### src/rtl/cg_iteration_sequencer.sv
// Phase scheduler for one conjugate-gradient solve: sequences PRE, the A*p / dot / update
// phases and the convergence check, and owns the iteration count, halt/finish and watchdog.
module cg_iteration_sequencer #(
  parameter int unsigned          NO_OF_UNITS = 8,
  parameter int unsigned          ITER_WIDTH  = 11,
  parameter int unsigned          WD_WIDTH    = 16,
  parameter logic [WD_WIDTH-1:0]  WD_LIMIT    = 16'hFFFF
) (
  input  logic                  clk,
  input  logic                  reset,
  input  logic                  start,
  input  logic [31:0]           total,
  input  logic [ITER_WIDTH-1:0] max_iter,
  input  logic                  converged,
  input  logic                  matvec_done,
  input  logic                  dot_pap_done,
  input  logic                  update_xr_done,
  input  logic                  dot_rr_done,
  input  logic                  update_p_done,
  output logic                  matvec_start,
  output logic                  dot_pap_start,
  output logic                  update_xr_start,
  output logic                  dot_rr_start,
  output logic                  update_p_start,
  output logic                  memories_pre_preprocess,
  output logic [31:0]           row_count,
  output logic [3:0]            phase,
  output logic                  busy,
  output logic [ITER_WIDTH-1:0] iteration_counter,
  output logic                  finish_all,
  output logic                  halt,
  output logic                  error
);

  typedef enum logic [3:0] {
    IDLE      = 4'd0,
    PRE       = 4'd1,
    MATVEC    = 4'd2,
    DOT_PAP   = 4'd3,
    UPDATE_XR = 4'd4,
    DOT_RR    = 4'd5,
    CHECK     = 4'd6,
    UPDATE_P  = 4'd7,
    DONE      = 4'd8,
    ERR       = 4'd9
  } state_t;

  localparam logic [31:0]         UNITS   = 32'(NO_OF_UNITS);
  localparam logic [WD_WIDTH-1:0] WD_LAST = WD_LIMIT - 1'b1;

  state_t                state_q, state_d;
  logic [31:0]           rows_q, rows_d;
  logic [31:0]           pre_cnt_q, pre_cnt_d;
  logic [ITER_WIDTH-1:0] maxit_q, maxit_d;
  logic [ITER_WIDTH-1:0] iter_q, iter_d;
  logic [WD_WIDTH-1:0]   wd_q, wd_d;
  logic [31:0]           rows_calc;
  logic                  in_wait;

  logic mv_start_q, pap_start_q, xr_start_q, rr_start_q, up_start_q;
  logic pre_q, busy_q, finish_q, halt_q, error_q;

  assign rows_calc = total / UNITS;

  always_comb begin
    state_d   = state_q;
    rows_d    = rows_q;
    maxit_d   = maxit_q;
    iter_d    = iter_q;
    pre_cnt_d = pre_cnt_q;
    wd_d      = wd_q;
    in_wait   = 1'b0;
    case (state_q)
      IDLE, DONE: begin
        if (start) begin
          rows_d  = rows_calc;
          maxit_d = max_iter;
          iter_d  = '0;
          state_d = (rows_calc == '0 || max_iter == '0) ? ERR : PRE;
        end
      end
      PRE: begin
        if (pre_cnt_q == rows_q - 32'd1) state_d = MATVEC;
        else                             pre_cnt_d = pre_cnt_q + 32'd1;
      end
      // A done arriving alongside its own start pulse belongs to a previous launch.
      MATVEC: begin
        in_wait = 1'b1;
        if (matvec_done && !mv_start_q) state_d = DOT_PAP;
      end
      DOT_PAP: begin
        in_wait = 1'b1;
        if (dot_pap_done && !pap_start_q) state_d = UPDATE_XR;
      end
      UPDATE_XR: begin
        in_wait = 1'b1;
        if (update_xr_done && !xr_start_q) state_d = DOT_RR;
      end
      DOT_RR: begin
        in_wait = 1'b1;
        if (dot_rr_done && !rr_start_q) state_d = CHECK;
      end
      CHECK: begin
        iter_d = (iter_q == '1) ? iter_q : iter_q + 1'b1;
        if (converged || ({1'b0, iter_q} + 1'b1 >= {1'b0, maxit_q})) state_d = DONE;
        else                                                          state_d = UPDATE_P;
      end
      UPDATE_P: begin
        in_wait = 1'b1;
        if (update_p_done && !up_start_q) state_d = MATVEC;
      end
      ERR:     state_d = ERR;
      default: state_d = IDLE;
    endcase

    if (in_wait && state_d == state_q && wd_q == WD_LAST) state_d = ERR;

    if (state_d != state_q) begin
      wd_d      = '0;
      pre_cnt_d = '0;
    end else if (in_wait) begin
      wd_d = wd_q + 1'b1;
    end
  end

  // Outputs are registered from the next state so they line up with the state they describe.
  always_ff @(posedge clk) begin
    if (reset) begin
      state_q     <= IDLE;
      rows_q      <= '0;
      pre_cnt_q   <= '0;
      maxit_q     <= '0;
      iter_q      <= '0;
      wd_q        <= '0;
      mv_start_q  <= 1'b0;
      pap_start_q <= 1'b0;
      xr_start_q  <= 1'b0;
      rr_start_q  <= 1'b0;
      up_start_q  <= 1'b0;
      pre_q       <= 1'b0;
      busy_q      <= 1'b0;
      finish_q    <= 1'b0;
      halt_q      <= 1'b0;
      error_q     <= 1'b0;
    end else begin
      state_q     <= state_d;
      rows_q      <= rows_d;
      pre_cnt_q   <= pre_cnt_d;
      maxit_q     <= maxit_d;
      iter_q      <= iter_d;
      wd_q        <= wd_d;
      mv_start_q  <= (state_d == MATVEC)    && (state_q != MATVEC);
      pap_start_q <= (state_d == DOT_PAP)   && (state_q != DOT_PAP);
      xr_start_q  <= (state_d == UPDATE_XR) && (state_q != UPDATE_XR);
      rr_start_q  <= (state_d == DOT_RR)    && (state_q != DOT_RR);
      up_start_q  <= (state_d == UPDATE_P)  && (state_q != UPDATE_P);
      pre_q       <= (state_d == PRE);
      busy_q      <= !(state_d inside {IDLE, DONE, ERR});
      finish_q    <= (state_d == DONE) && (state_q != DONE);
      halt_q      <= (state_d == DONE) || (state_d == ERR);
      error_q     <= error_q || (state_d == ERR);
    end
  end

  assign matvec_start            = mv_start_q;
  assign dot_pap_start           = pap_start_q;
  assign update_xr_start         = xr_start_q;
  assign dot_rr_start            = rr_start_q;
  assign update_p_start          = up_start_q;
  assign memories_pre_preprocess = pre_q;
  assign row_count               = rows_q;
  assign phase                   = state_q;
  assign busy                    = busy_q;
  assign iteration_counter       = iter_q;
  assign finish_all              = finish_q;
  assign halt                    = halt_q;
  assign error                   = error_q;

endmodule
### config.mk
export PLATFORM = sky130hd
export DESIGN_NAME = cg_iteration_sequencer
export DESIGN_NICKNAME = d
export VERILOG_FILES = /design/src/rtl/cg_iteration_sequencer.sv
export SDC_FILE = /design/constraint.sdc
export NUM_CORES = 1
export LEC_CHECK = 0
export BUFFER_PORTS_ARGS = -buffer_cell sky130_fd_sc_hd__buf_4
export CELL_PAD_IN_SITES_DETAIL_PLACEMENT = 1
export CELL_PAD_IN_SITES_GLOBAL_PLACEMENT = 2
export CORE_ASPECT_RATIO = 1.4
export CORE_MARGIN = 2
export CORE_UTILIZATION = 33
export DETAILED_ROUTE_END_ITERATION = 16
export PLACE_DENSITY = 0.87
export SLEW_MARGIN = 20
export SYNTH_ARGS = -nofsm -noshare
export SYNTH_HDL_FRONTEND = slang
export SYNTH_SLANG_ARGS = --single-unit
### constraint.sdc
create_clock -name clk -period 5.3 [get_ports clk]
set_input_delay 1.325 -clock clk [delete_from_list [all_inputs] [get_ports clk]]
set_output_delay 1.325 -clock clk [all_outputs]
set_load 0.01 [all_outputs]
==> flow_summary.json, run 1 <==
{
  "grt_setup_unrepaired": "false",
  "num-fill-cells": 2539,
  "area_delta_synth_final_pct": 21.50,
  "slowest_delay_ps": 560,
  "die_w_microns": 125.9,
  "synth-xor-area-share_pct": 7.403,
  "path_cells": "ha_1 -> nand3_1 -> nor3_1 -> xor2_1 -> ha_1 -> a21oi_1 -> o31ai_1 -> a311o_1 -> or4_1 -> nand2_1 -> a211oi_1 -> o211ai_1 -> buf_4 -> nor3_1",
  "status": "complete, no violations",
  "synthesis.area_sq_um": 6862,
  "ctsResizeCount": 0,
  "antenna_found_initial": 0,
  "path_delay_family": "simple AND/OR/NAND/NOR gates",
  "synth_top_area_cell": "dfxtp_1",
  "drv_cap": 0,
  "cts_root_buffer": "clkbuf_16",
  "antenna_left": 0,
  "gp_congestion": 0.9058,
  "post-cts-setup-buffers": 0,
  "yosysSeqAreaShare_pct": 32.97,
  "cts_max_path_buffers": 2,
  "synth_compound_area_share_pct": 19.40,
  "clk_pin_slew_ps": 50,
  "dr.first_iter.drc_count": 414,
  "r2r-end": "pre_cnt_q[29]$_SDFFE_PP0P_",
  "seqPwrFrac_pct": 38.4,
  "hpwl_microns": 16370,
  "cts_buffers": 17,
  "ctsHoldBuffers": 0,
  "p_leak_nw": 3.123,
  "synth_top_family_by_area": "simple AND/OR/NAND/NOR gates",
  "synthTopCellsByCount": "127 x nand2_1, 113 x dfxtp_1, 58 x a21oi_1, 47 x nor2_1, 42 x clkbuf_1",
  "synth_edf_count": 0,
  "rr_worst_depth": 14,
  "fin_nets": 1018,
  "clock_latency_ps": 420,
  "skew_ps": 9.016,
  "grt_max_degree": 58,
  "worst-path-buf-inv": 1,
  "switching_power_mw": 0.6739,
  "fin_crit_ps": 4497,
  "diodes": 0,
  "r2r-start": "iteration_counter[0]$_SDFFE_PP0P_",
  "num_vias": 6989,
  "synth-simple-area-share_pct": 31.51,
  "synth.distinct_cells": 72,
  "synth_top_area_share_pct": 32.97,
  "finalHoldViolCount": 0,
  "grt_pass1_vias": 7165,
  "grt_first_pass_wirelength_microns": 37020,
  "wl_per_cell_microns": 18.43,
  "cp.depth": 14,
  "path_max_fanout": 31,
  "firstDrtPassIters": 6,
  "die_h_microns": 174.6,
  "io_buffer_count": 102,
  "grt_use_total_pct": 20.52,
  "crit_arrival_ps": 4780,
  "ys.flop_type": "dfxtp_1",
  "start_util_pct": 33.50,
  "routed_wl_microns": 22430,
  "end_kind": "flop",
  "drc": 0,
  "combPwrFrac_pct": 16.2,
  "max_slew_margin_pct": 46.43,
  "finalMaxSlewViolations": 0,
  "postSynthRegisterBits": 113,
  "synth.most_common_cell": "nand2_1",
  "finalPower_mw": 2.408,
  "irDropWorstVdd_uv": 226.3,
  "p_per_area_nw_per_um2": 288.8,
  "period_share_pct": 84.86,
  "routed_via_density": 5.743,
  "critPathSlowestCell": "or4_1",
  "dieArea_sq_um": 21980,
  "r2r_setup_slack_ps": 800,
  "synth_area_leaders": "dfxtp_1 33%, nand2_1 6.9%, a21oi_1 4.2%, xor2_1 3.8%, a211oi_1 3.7%",
  "hold_class": "reg -> reg",
  "syn_inst": 875,
  "p_clk_share_pct": 45.3,
  "hp-start": "maxit_q[1]$_SDFFE_PP0P_",
  "critPathLaunchType": "flop",
  "drive_above_1_share_pct": 16.23,
  "synth.area.mux_share_pct": 0.6200,
  "switching_share_pct": 27.99,
  "grt_overflow": 0,
  "worstPathRequired_ps": 5580,
  "syn-mean-instance-area_sq_um": 7.842,
  "cts.sinks": 113,
  "h-tree-depth": 4,
  "multi_input_area_sq_um": 4277,
  "worstMarginPinSlew_ps": 783.3,
  "power.internal_mw": 1.734,
  "yosys_warnings": 0,
  "synth_fa_ha_area_share_pct": 2.918,
  "min_to": "maxit_q[1]$_SDFFE_PP0P_",
  "hold_depth": 2,
  "seq_area_sq_um": 2262,
  "final.setup.tns_ps": 0,
  "cts_tree": "built",
  "core_sq_um": 20480,
  "placementRows": 62,
  "ios": 109,
  "synthArstFlopShare_pct": 0,
  "crit_type": "reg -> reg",
  "clock.fmax_ghz": 0.2223,
  "setup_viol": 0
}
[per-layer routing]
metal	wire, microns	track usage (%)
met1	9365	24.45
met2	11600	36.17
met3	769	3.797
met4	688	8.425
met5	0	0
[through the flow]
step | cells | area (sq um) | hold WS [ps] | setup WS (ps) | utilization (%)
after detailed placement | 1187 | 7780 | 454.8 | 820.3 | 37.99
after global routing | 1217 | 8337 | 487.8 | 537.1 | 40.71
final | 1217 | 8337 | 460.1 | 802.6 | 40.71
after global placement | 1187 | 7780 | 445.3 | 894.6 | 37.99
after floorplan | 877 | 6869 | 436.3 | 1089 | -
after CTS | 1217 | 8337 | 464.3 | 774.6 | 40.71
[logic make-up after synthesis]
kind of cell,after synthesis
muxes,4
DFF,113
adders and majority gates,16
buffers and inverters,78
and+or+nand+nor,410
AOI/OAI and AO/OA,195
xor gates and xnor gates,58
other,1
[layout make-up]
type                       instances  area share (%)
multi-input combinational        686           51.30
sequential                       113           27.13
timing repair buffer             110           10.06
clock buffer                      24           6.018
tap                              256           3.842
inverter                          22          0.9905
clock inverter                     6          0.6604
[registers in the layout, summed over array words and instances (netlist names)]
signal,flops
phase,4
dot_rr_start,1
row_count,29
halt,1
maxit_q,11
error,1
memories_pre_preprocess,1
finish_all,1
wd_q,16
matvec_start,1
update_p_start,1
busy,1
pre_cnt_q,32
dot_pap_start,1
iteration_counter,11
update_xr_start,1
[cell usage in the layout, fill, tap and decap left out, types with 11 or more instances in the layout]
| cell | netlist | layout |
|---|---|---|
| a211oi_1 | 34 | 34 |
| a21oi_1 | 58 | 57 |
| and3_1 | 15 | 15 |
| and4_1 | 11 | 11 |
| buf_4 | 4 | 109 |
| clkbuf_16 | 0 | 17 |
| dfxtp_1 | 113 | 113 |
| ha_1 | 16 | 16 |
| inv_1 | 22 | 22 |
| nand2_1 | 127 | 127 |
| nand3_1 | 35 | 35 |
| nand4_1 | 30 | 30 |
| nor2_1 | 47 | 47 |
| nor3_1 | 40 | 38 |
| nor4_1 | 26 | 26 |
| o21ai_0 | 23 | 23 |
| o31ai_1 | 23 | 23 |
| or3_1 | 16 | 16 |
| or4_1 | 27 | 27 |
| xnor2_1 | 28 | 28 |
| xor2_1 | 30 | 30 |
[worst register-to-register path: stages (launching register included)]
cell and delay [ps]:
dfxtp_1 440, ha_1 270, nand3_1 240, nor3_1 410
xor2_1 240, ha_1 280, a21oi_1 160, o31ai_1 90
a311o_1 390, or4_1 560, nand2_1 290, a211oi_1 90
o211ai_1 320, buf_4 430, nor3_1 140
[worst max path at each step]
stage | start | end | slack, ps
2_1_floorplan | iteration_counter[0]$_SDFFE_PP0P_ | pre_cnt_q[19]$_SDFFE_PP0P_ | 1090
3_3_place_gp | iteration_counter[0]$_SDFFE_PP0P_ | pre_cnt_q[29]$_SDFFE_PP0P_ | 890
3_5_place_dp | iteration_counter[0]$_SDFFE_PP0P_ | wd_q[13]$_SDFFE_PP0P_ | 820
4_1_cts | iteration_counter[0]$_SDFFE_PP0P_ | pre_cnt_q[29]$_SDFFE_PP0P_ | 770
5_1_grt | iteration_counter[0]$_SDFFE_PP0P_ | pre_cnt_q[29]$_SDFFE_PP0P_ | 540
6_report | iteration_counter[0]$_SDFFE_PP0P_ | pre_cnt_q[29]$_SDFFE_PP0P_ | 800
[power by group through the flow]
stage	logic, mW	registers [mW]	clock network [mW]
floorplan	0.252	0.927	0
global placement	0.386	0.942	0
detailed placement	0.390	0.942	0
CTS	0.393	0.925	1.12
global route	0.434	0.930	1.15
finish	0.391	0.925	1.09
(Power assumes the default switching activity.)
==> run 2: changes to the inputs <==
Settings changed: ABC_AREA set to 1, CORE_UTILIZATION 33 to 28, PLACE_DENSITY 0.87 to 0.83.
Clock period 5.3 ns to 3.7 ns, I/O delays scaled along.
==> run 2 against run 1 <==
  * Cell count up 31%
  * Global-route usage down 1.8 points
  * Synthesized cell count up 29%
  * Total power is 54% higher
  * Sequential cell count unchanged
  * First-iteration DRC count fell by 34%
  * Die area rose by 27%
  * Worst setup slack lost 640 ps
  * Critical path depth rose by 9
  * Count of clock-buffer cells in the layout decreased by 5
==> flow_summary.json, run 2 <==
{
  "status": "complete, no violations",
  "path_max_fanout": 8,
  "drv_cap": 0,
  "r2r_setup_slack_ps": 170,
  "regMostFlops": "pre_cnt_q",
  "core_sq_um": 26100,
  "syn-mean-instance-area_sq_um": 6.566,
  "finalMaxSlewViolations": 0,
  "grt_use_total_pct": 18.70,
  "synth_top_area_share_pct": 30.51,
  "drc": 0,
  "synth.most_common_cell": "nand2_1",
  "p_leak_nw": 4.105,
  "io_buffer_count": 102,
  "fin_cells": 1592,
  "largest_reg_flops": 32,
  "clock_latency_ps": 440,
  "max_slew_margin_pct": 48.07,
  "cts.sinks": 113,
  "hold_class": "reg -> reg",
  "worst_slack_ps": 165.0,
  "setup_viol": 0,
  "rr_worst_depth": 23,
  "finalHoldViolCount": 0,
  "synth_edf_count": 0,
  "area_delta_synth_final_pct": 30.21,
  "ys.flop_type": "dfxtp_1",
  "grt_max_degree": 64,
  "start_util_pct": 28.40,
  "worstMarginPinSlew_ps": 778.2,
  "die_h_microns": 196.5,
  "multi_input_area_sq_um": 4566,
  "dieArea_sq_um": 27810,
  "hpwl_microns": 19830,
  "worstPathRequired_ps": 4030,
  "p_per_area_nw_per_um2": 383.2,
  "syn_inst": 1129,
  "seq_area_sq_um": 2267,
  "fin_crit_ps": 3535,
  "cts_buffers": 17,
  "grt_setup_unrepaired": "true",
  "synthesis.area_sq_um": 7413,
  "min_to": "maxit_q[3]$_SDFFE_PP0P_",
  "yosys_warnings": 0,
  "fin_nets": 1323,
  "dp_slack_ps": 34.35,
  "dr.first_iter.drc_count": 272,
  "antenna_found_initial": 0,
  "clk_pin_slew_ps": 60,
  "synth.distinct_cells": 46,
  "die_w_microns": 141.5,
  "skew_ps": 9.561,
  "synthArstFlopShare_pct": 0,
  "wl_per_cell_microns": 16.96,
  "placementRows": 70,
  "cts_tree": "built",
  "r2r-start": "iteration_counter[1]$_SDFFE_PP0P_",
  "layout_common_cells": "264 x nand2_1, 151 x inv_1, 124 x buf_4, 114 x nor2_1, 109 x dfxtp_1",
  "synth_top_area_cell": "dfxtp_1",
  "ctsHoldBuffers": 0,
  "placed_cell_area_sq_um": 8543,
  "end_kind": "flop",
  "routed_via_density": 4.844,
  "hold_depth": 2,
  "diodes": 0,
  "firstDrtPassIters": 4,
  "antenna_left": 0,
  "synth_area_leaders": "dfxtp_1 31%, nand2_1 14%, inv_1 7.7%, xor2_1 6.5%, nor2_1 6.2%",
  "gp_congestion": 0.8936,
  "postSynthRegisterBits": 113,
  "r2r-end": "pre_cnt_q[1]$_SDFFE_PP0P_",
  "irDropWorstVdd_uv": 323.5,
  "cts_root_buffer": "clkbuf_16",
  "clock.fmax_ghz": 0.2829,
  "crit_arrival_ps": 3860,
  "final_common_cell": "nand2_1",
  "num-fill-cells": 3346,
  "synthTopCellsByCount": "271 x nand2_1, 153 x inv_1, 123 x nor2_1, 113 x dfxtp_1, 58 x a21oi_1",
  "hp-start": "maxit_q[3]$_SDFFE_PP0P_",
  "grt_overflow": 0,
  "routed_wl_microns": 26990,
  "yosysSeqAreaShare_pct": 30.51,
  "drive_above_1_share_pct": 21.06,
  "grt_first_pass_wirelength_microns": 40640,
  "grt_pass1_vias": 7870,
  "num_vias": 7712,
  "h-tree-depth": 4,
  "placed_cells": 1538,
  "ios": 109,
  "crit_type": "reg -> reg",
  "fin_area_sq_um": 9653,
  "cts_max_path_buffers": 2,
  "critPathLaunchType": "flop",
  "period_share_pct": 95.54
}
## run 2: cell types whose count changed after synthesis, moves of 20 or more
cell	delta
nand2_1	+144
inv_1	+131
nor2_1	+76
a211oi_1	-34
or4_1	-27
o21ai_0	+25
xor2_1	+25
clkbuf_1	-23
o31ai_1	-22
nor3_2	+20
## run 2: layout make-up
cell class,count,area share [%]
flip-flops and latches,113,23.49
clock inverters,13,1.180
repair buffers,140,12.91
well taps,324,4.200
clock buffers,19,4.588
multi-input cells,820,47.30
inverters,163,6.338
## run 2: per-stage QoR
step	utilization [%]	setup TNS, ps	hold WS, ps	power (mW)
floorplan	-	0	435.3	1.786
global placement	32.73	0	451.7	2.010
detailed placement	32.73	0	448.6	2.018
CTS	34.87	0	467.1	3.607
global route	36.98	-4691	478.1	3.882
finish	36.98	0	461.3	3.699
## run 2: cell families after synthesis
group	share of synthesized area, %
and+or+nand+nor	38.14
buffers and inverters	11.21
AOI/OAI and AO/OA	8.861
DFF	30.51
xor gates and xnor gates	8.388
adders and majority gates	2.700
other	0.05058
muxes	0.1350
## run 2: worst max-delay path, cell delays in order (launching register included)
cell and delay, ps:
dfxtp_2 350, ha_4 150, nand3_4 90, nor2_4 120
nand2_2 70, nor2_4 140, inv_2 50, nor2_2 110
xor2_1 220, ha_1 270, nand2_2 80, nor2_1 60
nand2_1 60, nand2_1 50, nor2_2 140, nand4_1 220
buf_4 230, nand4_1 140, nand3_4 140, o21ai_2 150
nand2_2 90, nand3_4 230, clkbuf_16 210, nor3_1 40
## run 2: worst max-delay path by stage
| stage | endpoint | start |
|---|---|---|
| after global placement | pre_cnt_q[22]$_SDFFE_PP0P_ | iteration_counter[0]$_SDFFE_PP0P_ |
| final | pre_cnt_q[1]$_SDFFE_PP0P_ | iteration_counter[1]$_SDFFE_PP0P_ |
| after global routing | wd_q[15]$_SDFFE_PP0P_ | iteration_counter[1]$_SDFFE_PP0P_ |
| after CTS | pre_cnt_q[20]$_SDFFE_PP0P_ | iteration_counter[0]$_SDFFE_PP0P_ |
| after floorplan | wd_q[1]$_SDFFE_PP0P_ | iteration_counter[0]$_SDFFE_PP0P_ |
| after detailed placement | wd_q[15]$_SDFFE_PP0P_ | iteration_counter[0]$_SDFFE_PP0P_ |
## run 2: timing repair
action	4_1_cts	5_1_grt
resized for setup	0	60
endpoints found under the setup margin	0	53
buffers inserted	0	9
hold endpoints to repair	0	0
## run 2: power breakdown
part / internal (mW) / switching [mW] / total (mW)
sequential: 1.26 / 0.0576 / 1.32
clock: 0.936 / 0.642 / 1.58
combinational: 0.316 / 0.486 / 0.802
## run 2: routing by layer
metal	vias up	track usage, %	wire length (microns)
met4	0	8.296	954
met3	50	3.134	726
li1	3874	-	-
met5	-	0	0
met1	3653	20.09	10640
met2	135	35.45	14680
==> run 3: changes to the inputs <==
Settings changed: ABC_AREA 1 to unset, CORE_UTILIZATION 28 to 30, PLACE_DENSITY 0.83 to 0.84.
==> run 3 against run 2 <==
  * Wire length down 11%
  * Sequential share of layout area rose by 1.4 points
  * Clock skew down 0.80 ps
  * Non-clock buffer count rose by 29
  * First-iteration DRC count up 46%
  * Utilization is 3.5 points higher
  * Critical path depth is 8 lower
  * Global-route usage is 1.1 points higher
  * Hold slack worse by 2.3 ps
  * Worst setup slack got worse by 14 ps
  * Sequential power barely moved
  * Die area decreased by 13%
  * Critical path type unchanged
  * Critical endpoint is now wd_q[11]$_SDFFE_PP0P_
  * Largest power group unchanged
  * Highest routed layer unchanged
==> flow_summary.json, run 3 (synthesis results as in run 1) <==
{
  "status": "complete, no violations",
  "critPathLaunchType": "flop",
  "crit_path_start": "iteration_counter[0]$_SDFFE_PP0P_",
  "fin_crit_ps": 3549,
  "placed_cells": 1284,
  "worst_slack_ps": 151.0,
  "area_delta_synth_final_pct": 32.88,
  "path_cells": "ha_4 -> nand3_4 -> nor3_4 -> xor2_2 -> ha_4 -> a21oi_2 -> o31ai_1 -> a311o_1 -> or4_4 -> a21o_1 -> and4_1 -> o211ai_1 -> buf_6 -> buf_12 -> nor3_1",
  "crit_arrival_ps": 3850,
  "worstMarginPinSlew_ps": 969.0,
  "dp_slack_ps": -81.11,
  "skew_ps": 8.762,
  "worstPathRequired_ps": 4000,
  "multi_input_area_sq_um": 4443,
  "clock_latency_ps": 420,
  "drc": 0,
  "drv_cap": 0,
  "grt_overflow": 0,
  "die_w_microns": 131.8,
  "antenna_found_initial": 0,
  "cts_tree": "built",
  "firstDrtPassIters": 4,
  "p_per_area_nw_per_um2": 398.2,
  "setup_viol": 0,
  "grt_pass1_vias": 7277,
  "clock.fmax_ghz": 0.2818,
  "core_sq_um": 22530,
  "io_buffer_count": 102,
  "hpwl_microns": 17600,
  "routed_wl_microns": 24140,
  "wl_per_cell_microns": 18.23,
  "fin_nets": 1078,
  "cts_root_buffer": "clkbuf_16",
  "h-tree-depth": 4,
  "r2r_setup_slack_ps": 150,
  "path_max_fanout": 16,
  "critPathSlowestCell": "or4_4",
  "start_util_pct": 30.46,
  "antenna_left": 0,
  "dieArea_sq_um": 24110,
  "grt_max_degree": 58,
  "die_h_microns": 182.9,
  "cts_max_path_buffers": 2,
  "dr.first_iter.drc_count": 396,
  "num-fill-cells": 2733,
  "layout_common_cells": "161 x buf_4, 125 x nand2_1, 110 x dfxtp_1, 56 x a21oi_1, 46 x nor2_1",
  "largest_reg_flops": 32,
  "gp_congestion": 0.8771,
  "worst-path-buf-inv": 2,
  "num_vias": 7277,
  "hold_class": "reg -> reg",
  "crit_path_frequent_cell": "ha_4",
  "ios": 109,
  "grt_use_total_pct": 19.84,
  "max_slew_margin_pct": 33.73,
  "crit_type": "reg -> reg",
  "seq_area_sq_um": 2271,
  "grt_first_pass_wirelength_microns": 38500,
  "end_kind": "flop",
  "diodes": 0,
  "hp-start": "maxit_q[8]$_SDFFE_PP0P_",
  "p_leak_nw": 3.483,
  "period_share_pct": 95.92,
  "regMostFlops": "pre_cnt_q",
  "cts.sinks": 113,
  "drive_above_1_share_pct": 23.95,
  "clk_pin_slew_ps": 60,
  "routed_via_density": 5.496,
  "finalHoldViolCount": 0,
  "placementRows": 65,
  "slowest_delay_ps": 470,
  "grt_setup_unrepaired": "true",
  "r2r-start": "iteration_counter[0]$_SDFFE_PP0P_",
  "irDropWorstVdd_uv": 313.2,
  "path_delay_family": "simple AND/OR/NAND/NOR gates",
  "cts_buffers": 17,
  "finalMaxSlewViolations": 0,
  "final_common_cell": "buf_4",
  "fin_cells": 1324
}
[run 3: changes by cell type in the layout (fill, tap and decap cells not counted), moves of 26 or more]
| cell | previous run | this run |
|---|---|---|
| or4_1 | 0 | 26 |
| nand2_1 | 264 | 125 |
| a211oi_1 | 0 | 27 |
| inv_1 | 151 | 22 |
| nor2_1 | 114 | 46 |
| buf_4 | 124 | 161 |
[run 3: cell type report]
cell class | count | share of cell area [%]
repair buffers | 169 | 14.88
flip-flops and latches | 113 | 24.91
clock inverters | 11 | 1.510
inverters | 22 | 0.9057
well taps | 301 | 4.131
multi-input cells | 687 | 48.73
clock buffers | 21 | 4.940
[run 3: worst paths after layout]
| check | to | cells past startpoint |
|---|---|---|
| setup reg to reg | wd_q[11]$_SDFFE_PP0P_ | 15 |
| hold reg to reg | maxit_q[8]$_SDFFE_PP0P_ | 2 |
| hold / removal | maxit_q[8]$_SDFFE_PP0P_ | 2 |
| setup / recovery | wd_q[11]$_SDFFE_PP0P_ | 15 |
[run 3: worst reg2reg max path, stage by stage (launching register included)]
cell	delay, ps
dfxtp_4	380
ha_4	150
nand3_4	110
nor3_4	240
xor2_2	230
ha_4	240
a21oi_2	130
o31ai_1	80
a311o_1	370
or4_4	470
a21o_1	210
and4_1	170
o211ai_1	200
buf_6	200
buf_12	170
nor3_1	80
[run 3: layer usage]
metal | GRT usage, % | wire [microns] | up-vias
met5 | 0 | 0 | -
met4 | 7.217 | 724 | 0
met3 | 3.952 | 1016 | 44
met2 | 36.73 | 12410 | 159
met1 | 22.49 | 9989 | 3546
li1 | - | - | 3528
[run 3: stage by stage]
step / util [%] / instance area [sq um] / total power, mW / hold slack [ps] / TNS, ps
floorplan: - / 6900 / 1.691 / 436.3 / 0
global placement: 36.84 / 8299 / 1.966 / 444.6 / -297.4
detailed placement: 36.84 / 8299 / 1.971 / 453.9 / -1486
CTS: 39.53 / 8906 / 3.641 / 461.7 / 0
global route: 40.47 / 9117 / 3.789 / 491.5 / -12.60
finish: 40.47 / 9117 / 3.631 / 459.1 / 0
[run 3: repair_timing]
| item | CTS | global route |
|---|---|---|
| pin swaps | 0 | 5 |
| hold buffers | 0 | 0 |
| endpoints found under the setup margin | 43 | 59 |
| resized for setup | 3 | 27 |
| hold endpoints to repair | 0 | 0 |
| cloned | 0 | 3 |
| buffers inserted | 1 | 4 |
[run 3: power by group]
group / internal, mW / switching (mW)
Sequential: 1.25 / 0.0364
Clock: 1.07 / 0.586
Combinational: 0.291 / 0.395
